==> src/rtl/puf_crp_verifier.sv <==
`default_nettype none
// +--------------------------------------------------------------------------+
// | puf_crp_verifier                                                         |
// | Drives a ring-oscillator PUF through REPEATS evaluations, majority-votes |
// | the response and compares it against an enrolled reference.              |
// | Revision: 1.0                                                            |
// +--------------------------------------------------------------------------+
module puf_crp_verifier #(
  parameter int CHAL_W        = 4,
  parameter int RESP_W        = 4,
  parameter int SETTLE_CYCLES = 1024,
  parameter int GAP_CYCLES    = 16,
  parameter int REPEATS       = 3
) (
  input  logic              clock,
  input  logic              reset_n,
  input  logic              start,
  input  logic              abort,
  input  logic [CHAL_W-1:0] cha0_in,
  input  logic [CHAL_W-1:0] cha1_in,
  input  logic [RESP_W-1:0] expected_resp,
  output logic [CHAL_W-1:0] puf_cha0,
  output logic [CHAL_W-1:0] puf_cha1,
  output logic              puf_enable,
  input  logic [RESP_W-1:0] puf_response,
  output logic              busy,
  output logic              done,
  output logic              pass,
  output logic [RESP_W-1:0] voted_resp,
  output logic [RESP_W-1:0] unstable
);

  localparam int c_VW   = $clog2(REPEATS + 1);
  localparam int c_MAXC = (GAP_CYCLES > SETTLE_CYCLES) ? GAP_CYCLES : SETTLE_CYCLES;
  localparam int c_CW   = $clog2(c_MAXC + 1);

  localparam logic [c_CW-1:0] c_GAP_LAST  = c_CW'(GAP_CYCLES - 1);
  localparam logic [c_CW-1:0] c_RUN_LAST  = c_CW'(SETTLE_CYCLES - 1);
  localparam logic [c_CW-1:0] c_SYNC_LAST = c_CW'(1);
  localparam logic [c_VW-1:0] c_REPS      = c_VW'(REPEATS);
  localparam logic [c_VW-1:0] c_HALF      = c_VW'(REPEATS / 2);

  typedef enum logic [2:0] {
    S_IDLE   = 3'd0,
    S_LOAD   = 3'd1,
    S_GAP    = 3'd2,
    S_RUN    = 3'd3,
    S_SYNC   = 3'd4,
    S_DECIDE = 3'd5
  } state_t;

  state_t            r_state;
  state_t            w_next;
  logic [c_CW-1:0]   r_cnt;
  logic [c_VW-1:0]   r_rep;
  logic [c_VW-1:0]   w_rep_inc;
  logic              w_accept;
  logic              w_abort;
  logic              w_vote_en;
  logic              w_decide;
  logic [CHAL_W-1:0] r_cha0;
  logic [CHAL_W-1:0] r_cha1;
  logic [RESP_W-1:0] r_expected;
  logic [RESP_W-1:0] r_resp_meta;
  logic [RESP_W-1:0] r_resp_sync;
  logic [RESP_W-1:0] w_voted;
  logic [RESP_W-1:0] w_unstable;
  logic              r_done;
  logic              r_pass;
  logic [RESP_W-1:0] r_voted;
  logic [RESP_W-1:0] r_unstable;

  always_ff @(posedge clock or negedge reset_n) begin
    if (!reset_n) r_state <= S_IDLE;
    else          r_state <= w_next;
  end

  always_comb begin
    w_next    = r_state;
    w_accept  = 1'b0;
    w_vote_en = 1'b0;
    w_decide  = 1'b0;
    w_rep_inc = r_rep + 1'b1;
    w_abort   = abort && (r_state != S_IDLE);
    case (r_state)
      S_IDLE: if (start) begin
        w_accept = 1'b1;
        w_next   = S_LOAD;
      end
      S_LOAD: w_next = S_GAP;
      S_GAP:  if (r_cnt == c_GAP_LAST) w_next = S_RUN;
      S_RUN:  if (r_cnt == c_RUN_LAST) w_next = S_SYNC;
      S_SYNC: if (r_cnt == c_SYNC_LAST) begin
        w_vote_en = 1'b1;
        w_next    = (w_rep_inc == c_REPS) ? S_DECIDE : S_GAP;
      end
      S_DECIDE: begin
        w_decide = 1'b1;
        w_next   = S_IDLE;
      end
      default: w_next = S_IDLE;
    endcase
    // Abort overrides whatever transition the state would otherwise take.
    if (w_abort) begin
      w_next    = S_IDLE;
      w_vote_en = 1'b0;
      w_decide  = 1'b0;
    end
  end

  // Per-state cycle counter restarts on every state change.
  always_ff @(posedge clock or negedge reset_n) begin
    if (!reset_n)                                r_cnt <= '0;
    else if (w_next != r_state || r_state == S_IDLE) r_cnt <= '0;
    else                                         r_cnt <= r_cnt + 1'b1;
  end

  always_ff @(posedge clock or negedge reset_n) begin
    if (!reset_n) begin
      r_rep      <= '0;
      r_cha0     <= '0;
      r_cha1     <= '0;
      r_expected <= '0;
    end else if (w_accept) begin
      r_rep      <= '0;
      r_cha0     <= cha0_in;
      r_cha1     <= cha1_in;
      r_expected <= expected_resp;
    end else if (w_vote_en) begin
      r_rep      <= w_rep_inc;
    end
  end

  always_ff @(posedge clock or negedge reset_n) begin
    if (!reset_n) begin
      r_resp_meta <= '0;
      r_resp_sync <= '0;
    end else begin
      r_resp_meta <= puf_response;
      r_resp_sync <= r_resp_meta;
    end
  end

  generate
    for (genvar i = 0; i < RESP_W; i++) begin : g_bit
      logic [c_VW-1:0] r_vote;
      always_ff @(posedge clock or negedge reset_n) begin
        if (!reset_n)       r_vote <= '0;
        else if (w_accept)  r_vote <= '0;
        else if (w_vote_en) r_vote <= r_vote + c_VW'(r_resp_sync[i]);
      end
      assign w_voted[i]    = (r_vote > c_HALF);
      assign w_unstable[i] = (r_vote != '0) && (r_vote != c_REPS);
    end
  endgenerate

  always_ff @(posedge clock or negedge reset_n) begin
    if (!reset_n) begin
      r_done     <= 1'b0;
      r_pass     <= 1'b0;
      r_voted    <= '0;
      r_unstable <= '0;
    end else begin
      r_done <= w_decide;
      if (w_accept || w_abort) begin
        r_pass     <= 1'b0;
        r_voted    <= '0;
        r_unstable <= '0;
      end else if (w_decide) begin
        r_pass     <= (w_voted == r_expected);
        r_voted    <= w_voted;
        r_unstable <= w_unstable;
      end
    end
  end

  assign puf_cha0   = r_cha0;
  assign puf_cha1   = r_cha1;
  assign puf_enable = (r_state == S_RUN) || (r_state == S_SYNC);
  assign busy       = (r_state != S_IDLE);
  assign done       = r_done;
  assign pass       = r_pass;
  assign voted_resp = r_voted;
  assign unstable   = r_unstable;

endmodule
`default_nettype wire

==> config.mk <==
export PLATFORM = sky130hd
export DESIGN_NAME = puf_crp_verifier
export DESIGN_NICKNAME = d
export VERILOG_FILES = /design/src/rtl/puf_crp_verifier.sv
export SDC_FILE = /design/constraint.sdc
export NUM_CORES = 1
export LEC_CHECK = 0
export CAP_MARGIN = 20
export CORE_ASPECT_RATIO = 0.9
export CORE_UTILIZATION = 40
export DETAILED_ROUTE_END_ITERATION = 6
export PLACE_DENSITY_LB_ADDON = 0.12
export SLEW_MARGIN = 0
export SYNTH_ARGS = -nofsm -noshare
export SYNTH_HDL_FRONTEND = slang
export SYNTH_SLANG_ARGS = --single-unit
==> constraint.sdc <==
create_clock -name clock -period 4.7 [get_ports clock]
set_clock_uncertainty 0.15 [all_clocks]
set_input_delay 0.705 -clock clock [delete_from_list [all_inputs] [get_ports clock]]
set_output_delay 0.705 -clock clock [all_outputs]
set_load 0.03 [all_outputs]
==> impl_results.md <==
* Outcome: finished, final reports clean
* GR Overflow Total at 0
* CP arrival at 2.19 ns
* Htree depth at 2
* TritonCTS clock tree: built
* Max-Cap Viols at 0
* Worst-path clk slew at 0.10 ns
* Top post-synthesis cells by area: dfrtp_1, nand2_1, ha_1
* Initial DRC Count at 154
* Hold WS at 0.209 ns
* FFs w/ async S/R, synth at 100%
* Resized cells post-CTS at 0
* Logic pwr share at 19.4%
* Post-Route Setup TNS at 0 ns
* Total CTS buffers at 5
* Pleak at 1.41 nW
* Met1 Usage GRT at 25.1%
* # DRC at 0
* Achievable frequency at 329 MHz
* Final ANT Viol Nets at 0
* Crit path cell chain: or3b_2, nand2_1, clkdlybuf4s50_1
* Sequential area share after synthesis at 52.9%
* Worst slew pin tran at 0.735 ns
* Insertion delay to the later sink of the worst-skew pair at 0.31 ns
* Met2 Use GR at 22.1%
* Initial antenna violation count at 0
* Critical Path Sink Type: output pin
* Initial core utilization at 41.6%
* Clock share of power at 30.5%
* Worst Setup EP: puf_enable
* Share of cells above drive strength 1 at 4.98%
* PwrDens at 340 mW/mm²
* Final min period at 3.04 ns
* Clk sink count at 54
* Period utilisation layout at 64.8%
* Unrepaired setup endpoints after global routing: no
* Syn Area/Cell at 9.64 µm²
* Synth Flop Type: dfrtp_1
* Yosys top cell by area: dfrtp_1
* Setup Crit Path Kind: reg -> out
* Worst reg2reg path startpoint: r_state[0]
* Vias after detailed routing at 1,846
* Routed length per instance at 12.2 µm
* Post-Syn Instances at 265
* Final WL at 4740 µm
* First-pass GRT wire length at 8520 µm
* Slowest stage delay, CP at 0.66 ns
* Die Y at 77.8 µm
* Synthesized flop and latch total at 54
* Core Area at 0.00615 mm²
* Max-slew violations at 0
* Clock Path Buffers at 2
* Hold Path Class: reg -> reg
* CP Max Fanout at 14
* Fin nets at 331
* Crit path launch: r_state[2]
* Levels on crit path at 3
* Pwr Total at 0.00106 W
* Vias per Instance at 4.76
* Top-area cell type share of the netlist area at 52.9%
* Setup ws final at 1.66 ns
* Reg power frac at 50.1%
* # setup viols final at 0
* Die area at 0.00671 mm²
* Largest net degree at the start of global routing at 55
* Die width at 86.2 µm
* ANT cells at 0
* Root buffer cell: clkbuf_8
* Hold Fails Final Rpt at 0
* FP Rows at 27
* Cell family with most CP delay: buffers and inverters
* Layout fillers at 580
* M3 GR Usage at 3.51%
* Drt pass-1 iters at 4
* Slew HR at 51.0%
* Worst EP required at 3.85 ns
* CP startpoint kind: flip-flop
* Internal Power at 0.000743 W
* Cell area after layout at 0.00311 mm²
* Vias in the first global route at 1,708
* # hold bufs at CTS at 0
* Pre-CTS worst setup slack at 1.57 ns
* Mapped cell area at 0.00255 mm²
* Most crowded layer after global routing: met1
* Syn_nets at 296
* IO buf count at 39
* Post-DP Area at 0.00299 mm²
* Dpl hpwl at 3140 µm
* YS warnings at 0
* GP Congestion at 0.802
* WHS Path Cells at 0
* Synth-to-Final Area Change at 21.7%
* Peak supply drop at 0.000206 V
* Reg2Reg Depth at 5
* Post-synthesis cell type count at 40
* Worst path bufs/invs at 1
* Total Routing Usage GR at 16.2%
* Setup Buffers After CTS at 0
* Switch Pwr at 0.000313 W
* Ports at 40
* Switching part of the total at 29.6%
* FF-to-FF setup slack at 2.18 ns
* Crit-path slowest cell: clkdlybuf4s50_1
* R2r endpoint: r_cnt[7]
* EDFF count, synth at 0
through the flow:
stage	utilization [%]	cells
2_1_floorplan	-	265
4_1_cts	50.6	388
6_report	50.6	388
3_3_place_gp	48.7	380
3_5_place_dp	48.7	380
5_1_grt	50.6	388
worst reg2reg max path: stages, from the launching register on:
cell and delay [ns]:
dfrtp_1 0.52, nor3_1 0.33, nand2_1 0.49, a211o_1 0.41, nand4_1 0.37, nor2_1 0.12
cell usage in the layout (no fill, tap or decap), types with 2 or more instances in the layout:
cell and instances:
nand3_1 6, inv_1 8, mux2i_1 5, a21oi_1 7, clkdlybuf4s50_1 38, nor4_1 6, xor2_1 6, nand4_1 3
nor2b_1 5, o21ai_0 7, ha_1 11, nand2_1 63, xnor2_1 10, clkbuf_8 5, dfrtp_1 54, nor2_1 36
nor3_1 3, or3_1 2, and3_1 2
how the worst min path moves through the flow:
| stage | from | end |
|---|---|---|
| detailed placement | r_resp_meta[0] | r_resp_sync[0] |
| floorplan | r_resp_meta[0] | r_resp_sync[0] |
| global route | r_resp_meta[2] | r_resp_sync[2] |
| finish | r_resp_meta[0] | r_resp_sync[0] |
| CTS | r_resp_meta[0] | r_resp_sync[0] |
| global placement | r_resp_meta[3] | r_resp_sync[3] |
layer usage:
metal,routed length [µm],vias up
met5,0,-
met4,67,0
met3,196,5
met2,1980,43
met1,2500,855
li1,-,943
cells in the mapped netlist (all sizes together) (2+ instances only):
library cell and instances:
nand3 6, inv 8, o21ai 7, dfrtp 54, nor3 3, clkbuf 6, mux2i 5, nand4 3
and3 2, xnor2 10, nor4 8, buf 6, nor2 36, xor2 6, nand2 63, or3b 2
or3 2, a21oi 7, ha 11, nor2b 5
flip-flops by register name, indices dropped and copies added, names as in the netlist:
register	count
unstable	4
puf_cha1	4
r_expected	4
pass	1
done	1
r_resp_sync	4
r_rep	2
g_bit.r_vote	8
r_cnt	11
r_resp_meta	4
r_state	3
voted_resp	4
puf_cha0	4
logic make-up (layout without fill, tap and decap cells):
group                      after synthesis  count (layout)  synth area share (%)
muxes                                    5               5                  1.96
adders and majority gates               12              12                  5.78
DFF                                     54              54                  52.9
xor gates and xnor gates                16              16                  5.48
and+or+nand+nor                        138             138                  25.5
buffers and inverters                   20              56                  3.67
AOI/OAI and AO/OA                       20              20                  4.75
power groups by stage:
stage | Sequential, W | Clock (W) | Combinational, W
final | 0.000529 | 0.000323 | 0.000205
after global routing | 0.000536 | 0.000356 | 0.000228
after CTS | 0.000529 | 0.000336 | 0.000208
after detailed placement | 0.000537 | 0 | 0.000207
after global placement | 0.000537 | 0 | 0.000205
after floorplan | 0.000565 | 0 | 0.0000933
area by class of cell:
| type | instances | area [µm²] | share of cell area, % |
|---|---|---|---|
| Timing Repair Buffer | 40 | 393 | 12.6 |
| Clock inverter | 3 | 48.8 | 1.57 |
| Sequential cell | 54 | 1350 | 43.4 |
| Multi-Input combinational cell | 191 | 1110 | 35.7 |
| Inverter | 8 | 30.0 | 0.965 |
| Tap cell | 87 | 109 | 3.50 |
| Clock buffer | 5 | 68.8 | 2.21 |
Note: power is estimated with default switching activity, not from simulation.
